File: config.mk
export PLATFORM = sky130hd
export DESIGN_NAME = std_async_fifo_rd_ctrl
export DESIGN_NICKNAME = d
export VERILOG_FILES = /design/src/rtl/std_async_fifo_rd_ctrl.sv
export SDC_FILE = /design/constraint.sdc
export NUM_CORES = 1
export LEC_CHECK = 0
export CORE_AREA = 2 2 46 48
export DETAILED_ROUTE_END_ITERATION = 8
export DIE_AREA = 0 0 48 50
export MAX_ROUTING_LAYER = met4
export PLACE_DENSITY = 0.72
export SETUP_SLACK_MARGIN = 0.3
export SYNTH_ARGS = -nofsm -noshare
export SYNTH_HDL_FRONTEND = slang
export SYNTH_SLANG_ARGS = --single-unit
File: constraint.sdc
create_clock -name i_clk -period 2.95 [get_ports i_clk]
set_clock_uncertainty 0.05 [all_clocks]
set_input_delay 0.295 -clock i_clk [delete_from_list [all_inputs] [get_ports i_clk]]
set_output_delay 0.295 -clock i_clk [all_outputs]
set_load 0.02 [all_outputs]
File: src/rtl/std_async_fifo_rd_ctrl.sv
// Read-side controller of a dual-clock FIFO: synchronizes the write pointer,
// owns the binary/Gray read pointers and derives empty, fill level and underflow.
module std_async_fifo_rd_ctrl #(
    parameter int unsigned       WIDTH        = 32'd3,
    parameter int unsigned       SYNC_STAGES  = 32'd2,
    parameter logic [WIDTH:0]    ALMOST_EMPTY = (WIDTH+1)'(32'd1)
) (
    input  logic                 i_clk,
    input  logic                 i_rst,
    input  logic [WIDTH:0]       i_wr_ptr_gray,
    input  logic                 i_pop,
    output logic [WIDTH-1:0]     o_rd_addr,
    output logic [WIDTH:0]       o_rd_ptr_gray,
    output logic                 o_empty,
    output logic                 o_almost_empty,
    output logic [WIDTH:0]       o_count,
    output logic                 o_underflow
);

    function automatic logic [WIDTH:0] gray2bin(input logic [WIDTH:0] g);
        logic [WIDTH:0] b;
        b[WIDTH] = g[WIDTH];
        for (int k = int'(WIDTH) - 1; k >= 0; k--) begin
            b[k] = g[k] ^ b[k+1];
        end
        return b;
    endfunction

    function automatic logic [WIDTH:0] bin2gray(input logic [WIDTH:0] b);
        return b ^ (b >> 1);
    endfunction

    logic [WIDTH:0] sync_r [SYNC_STAGES];
    logic [WIDTH:0] wr_sync_gray_s;
    logic [WIDTH:0] wr_sync_bin_s;
    logic [WIDTH:0] rd_bin_r;
    logic [WIDTH:0] rd_bin_next_s;
    logic [WIDTH:0] rd_gray_r;
    logic [WIDTH:0] count_s;
    logic           empty_s;
    logic           almost_empty_s;
    logic           pop_accept_s;
    logic           underflow_r;

    // Write-pointer synchronizer chain; only the last stage feeds any logic.
    always_ff @(posedge i_clk or negedge i_rst) begin
        if (!i_rst) begin
            for (int i = 0; i < int'(SYNC_STAGES); i++) begin
                sync_r[i] <= '0;
            end
        end else begin
            sync_r[0] <= i_wr_ptr_gray;
            for (int i = 1; i < int'(SYNC_STAGES); i++) begin
                sync_r[i] <= sync_r[i-1];
            end
        end
    end

    assign wr_sync_gray_s = sync_r[SYNC_STAGES-1];
    assign wr_sync_bin_s  = gray2bin(wr_sync_gray_s);

    // Status derived purely from flops so the async input never reaches an output.
    always_comb begin
        empty_s        = (rd_gray_r == wr_sync_gray_s);
        count_s        = wr_sync_bin_s - rd_bin_r;
        almost_empty_s = (count_s <= ALMOST_EMPTY);
        pop_accept_s   = i_pop & ~empty_s;
        rd_bin_next_s  = rd_bin_r;
        if (pop_accept_s) begin
            rd_bin_next_s = rd_bin_r + (WIDTH+1)'(32'd1);
        end else begin
            rd_bin_next_s = rd_bin_r;
        end
    end

    // Read pointer with a Gray copy updated on the same edge; underflow flag.
    always_ff @(posedge i_clk or negedge i_rst) begin
        if (!i_rst) begin
            rd_bin_r    <= '0;
            rd_gray_r   <= '0;
            underflow_r <= 1'b0;
        end else begin
            rd_bin_r    <= rd_bin_next_s;
            rd_gray_r   <= bin2gray(rd_bin_next_s);
            underflow_r <= i_pop & empty_s;
        end
    end

    assign o_rd_addr      = rd_bin_r[WIDTH-1:0];
    assign o_rd_ptr_gray  = rd_gray_r;
    assign o_empty        = empty_s;
    assign o_almost_empty = almost_empty_s;
    assign o_count        = count_s;
    assign o_underflow    = underflow_r;

endmodule

==> impl_metrics.py <==
metrics = {
    "run": {
        "maxCapViolations": 0,
    },
    "yosys": {
        "yosys.area.top_type": "dfrtp_1",
        "synthAdderAreaFrac_pct": 8.66,
        "synth_compound_area_share_pct": 9.89,
        "synth.net_count": 79,
        "yosys_warnings": 0,
        "synthSimpleGateAreaFrac_pct": 8.50,
        "synth_ff_type": "dfrtp_1",
        "syn_area_um2": 810,
        "synthArstFlopShare_pct": 100,
        "synth_edf_count": 0,
        "synth_cells": 67,
        "yosys.cell_types.count": 23,
        "yosys-top-cells-count": "dfrtp_1, inv_1, xnor2_1",
        "synthTopCellsByArea": "dfrtp_1, xnor2_1, ha_1",
        "ys_ff_latch": 16,
        "avgSynthCellArea_um2": 12.1,
        "yosysMostFrequentCell": "dfrtp_1",
        "ys_seq_area_share_pct": 49.5,
        "synth.area.mux_share_pct": 3.71,
        "synth_top_family_by_area": "XOR/XNOR gates",
        "yosysTopAreaCellShare_pct": 49.5,
        "synth_xor_area_share_pct": 16.1,
    },
    "die": {
        "die-area_um2": 2400,
        "die_w_um": 48,
        "io_pins": 21,
        "core-area_um2": 1900,
        "start_util_pct": 42.6,
        "dieHeight_um": 50,
        "num_rows": 16,
    },
    "cells_and_area": {
        "drive_gt1_share_pct": 25.5,
        "antenna_cells": 0,
        "finalNetCount": 111,
        "area_growth_pct": 43.4,
        "fin_util_pct": 61.1,
    },
    "critical_path": {
        "cp-end-kind": "output port",
        "cp_top_family": "simple AND/OR/NAND/NOR gates",
        "worstPathCellList": "xor2_2 -> xnor2_2 -> inv_1 -> ha_1 -> nor2b_1 -> o21a_1 -> or3_4 -> a211oi_2 -> buf_4",
        "path_buf_inv": 2,
        "criticalPathCategory": "reg -> out",
        "cp.required_ps": 2610,
        "critPathMaxStageDelay_ps": 420,
        "start_kind": "register",
        "arrival_ps": 2400,
        "slowest_stage": "dfrtp_1",
        "path_max_fanout": 3,
    },
    "power_and_ir_drop": {
        "ir_drop_mv": 0.555,
        "p_leak_nw": 0.532,
        "power_density_nw_per_um2": 1150,
    },
    "sta": {
        "tightest_slew_ps": 678,
        "rsz0062_at_grt": "true",
        "final_max_slew_viol_count": 0,
        "finalSetupViolCount": 0,
        "period_needed_ps": 2750,
        "fmax_ghz": 0.364,
        "hold_viol": 0,
        "whs_ps": 308,
        "period_share_pct": 93.1,
        "relSlewSlack_pct": 54.6,
    },
    "place": {
        "portBuffers": 20,
        "gp_congestion": 0.745,
        "place_hpwl_um": 1270,
    },
    "routing": {
        "routed_wl_um": 1680,
        "drt_first_pass_iters": 4,
        "routed-wl-met2_um": 892,
        "top_layer": "met4",
        "wl_met1_um": 699,
        "postRouteAntennaNets": 0,
        "route.met3.wl_um": 42,
        "via_per_inst": 4.72,
        "wl_per_cell_um": 13.5,
        "remaining_drc_errors": 0,
        "vias": 590,
        "drt_iter0_drc": 9,
    },
    "global_routing": {
        "antenna_found_initial": 0,
        "grt_max_degree": 17,
        "globalRouteOverflowTotal": 0,
        "globalRouteTotalUtil_pct": 17.8,
        "grt_pass1_wl_um": 2840,
        "grt_pass1_vias": 638,
    },
    "clocking": {
        "root_buffer": "clkbuf_4",
        "clk_latency_ps": 280,
        "cts_sinks": 16,
        "cts_hold_buf": 0,
        "path_clk_slew_ps": 80,
        "h-tree-depth": 1,
        "clockBufferDepth": 2,
        "tritoncts": "done",
        "numCtsBuffers": 3,
    },
    "run_status": {
        "outcome": "complete, no violations",
    },
    "worst_hold_path": {
        "hold_class": "reg -> reg",
    },
}
## placed cells by master, fill, tap and decap left out, drive strengths merged
cell type,synthesis,final
a211o,2,2
a211oi,1,1
a41oi,1,1
and2,1,1
buf,0,11
clkbuf,0,4
clkdlybuf4s50,0,15
dfrtp,16,16
dlymetal6s2s,0,1
fa,1,1
ha,4,4
inv,8,8
mux2i,3,3
nand2,4,4
nand3,1,1
nand4,3,3
nor2,1,1
nor2b,1,1
o21a,1,1
o21ai,2,2
o311ai,1,1
or3,2,2
xnor2,9,9
xor2,5,5
## cell families after synthesis
kind of cell / after synthesis
adders and majority gates: 5
muxes: 3
and+or+nand+nor: 13
DFF: 16
xor gates and xnor gates: 14
AOI/OAI and AO/OA: 8
buffers and inverters: 8
## report_power, final
| group | internal, W | switching (W) |
|---|---|---|
| Sequential | 0.000280 | 0.0000701 |
| Combinational | 0.000404 | 0.000443 |
| Clock | 0.0000750 | 0.0000642 |
| Total | 0.000758 | 0.000578 |
## final cells by class
type                    instances  area [um^2]
fillers                       157          741
repair buffers                 27          246
clock buffers                   4         36.3
well taps                      27         33.8
multi-input cells              43          414
flip-flops and latches         16          400
inverters                       8         30.0
## routing by layer
metal,vias to the layer above,track usage [%]
met2,15,28.0
met3,6,3.66
met4,0,9.46
met5,-,-
met1,282,20.3
li1,287,-
## repair_timing
item	CTS	global route
setup endpoints to repair	4	5
pin swaps	3	3
setup buffers	1	2
endpoints found under the hold margin	0	0
gates resized for setup	23	4
## metrics by stage
stage / instance area, um^2 / TNS (ps) / total power [W] / setup WS [ps] / std cells
after floorplan: 815 / 0 / 0.000856 / 373 / 67
after global placement: 1080 / 0 / 0.00116 / 28.4 / 118
after detailed placement: 1080 / -66.7 / 0.00118 / -66.7 / 118
after CTS: 1140 / 0 / 0.00135 / 154 / 123
after global routing: 1160 / 0 / 0.00144 / 52.4 / 125
final: 1160 / 0 / 0.00134 / 202 / 125
## sequential cells by signal, indices dropped and copies added (netlist names)
name            flops
sync_r              4
wr_sync_gray_s      4
rd_bin_r            4
o_rd_ptr_gray       3
o_underflow         1
## worst reg2reg max path, delay by kind of cell, from the launching register on
| kind | cells | cell delay [ps] |
|---|---|---|
| flops | 1 | 510 |
| simple gates | 2 | 500 |
| fa+ha+maj | 1 | 300 |
| compound gates | 1 | 280 |
| buf+inv | 1 | 80 |
## final timing paths
kind | startpoint | endpoint | slack [ps] | cells after the start
max in group asynchronous | i_rst | sync_r[5]$_DFF_PN0_ | 2040 | 1
min in group asynchronous | i_rst | rd_bin_r[0]$_DFF_PN0_ | 370 | 1
min | sync_r[7]$_DFF_PN0_ | wr_sync_gray_s[3]$_DFF_PN0_ | 310 | 0
min reg2reg | sync_r[7]$_DFF_PN0_ | wr_sync_gray_s[3]$_DFF_PN0_ | 310 | 0
max reg2reg | rd_bin_r[0]$_DFF_PN0_ | o_rd_ptr_gray[2]$_DFF_PN0_ | 1160 | 5
max | wr_sync_gray_s[3]$_DFF_PN0_ | o_almost_empty | 200 | 9
(Power assumes the default switching activity.)
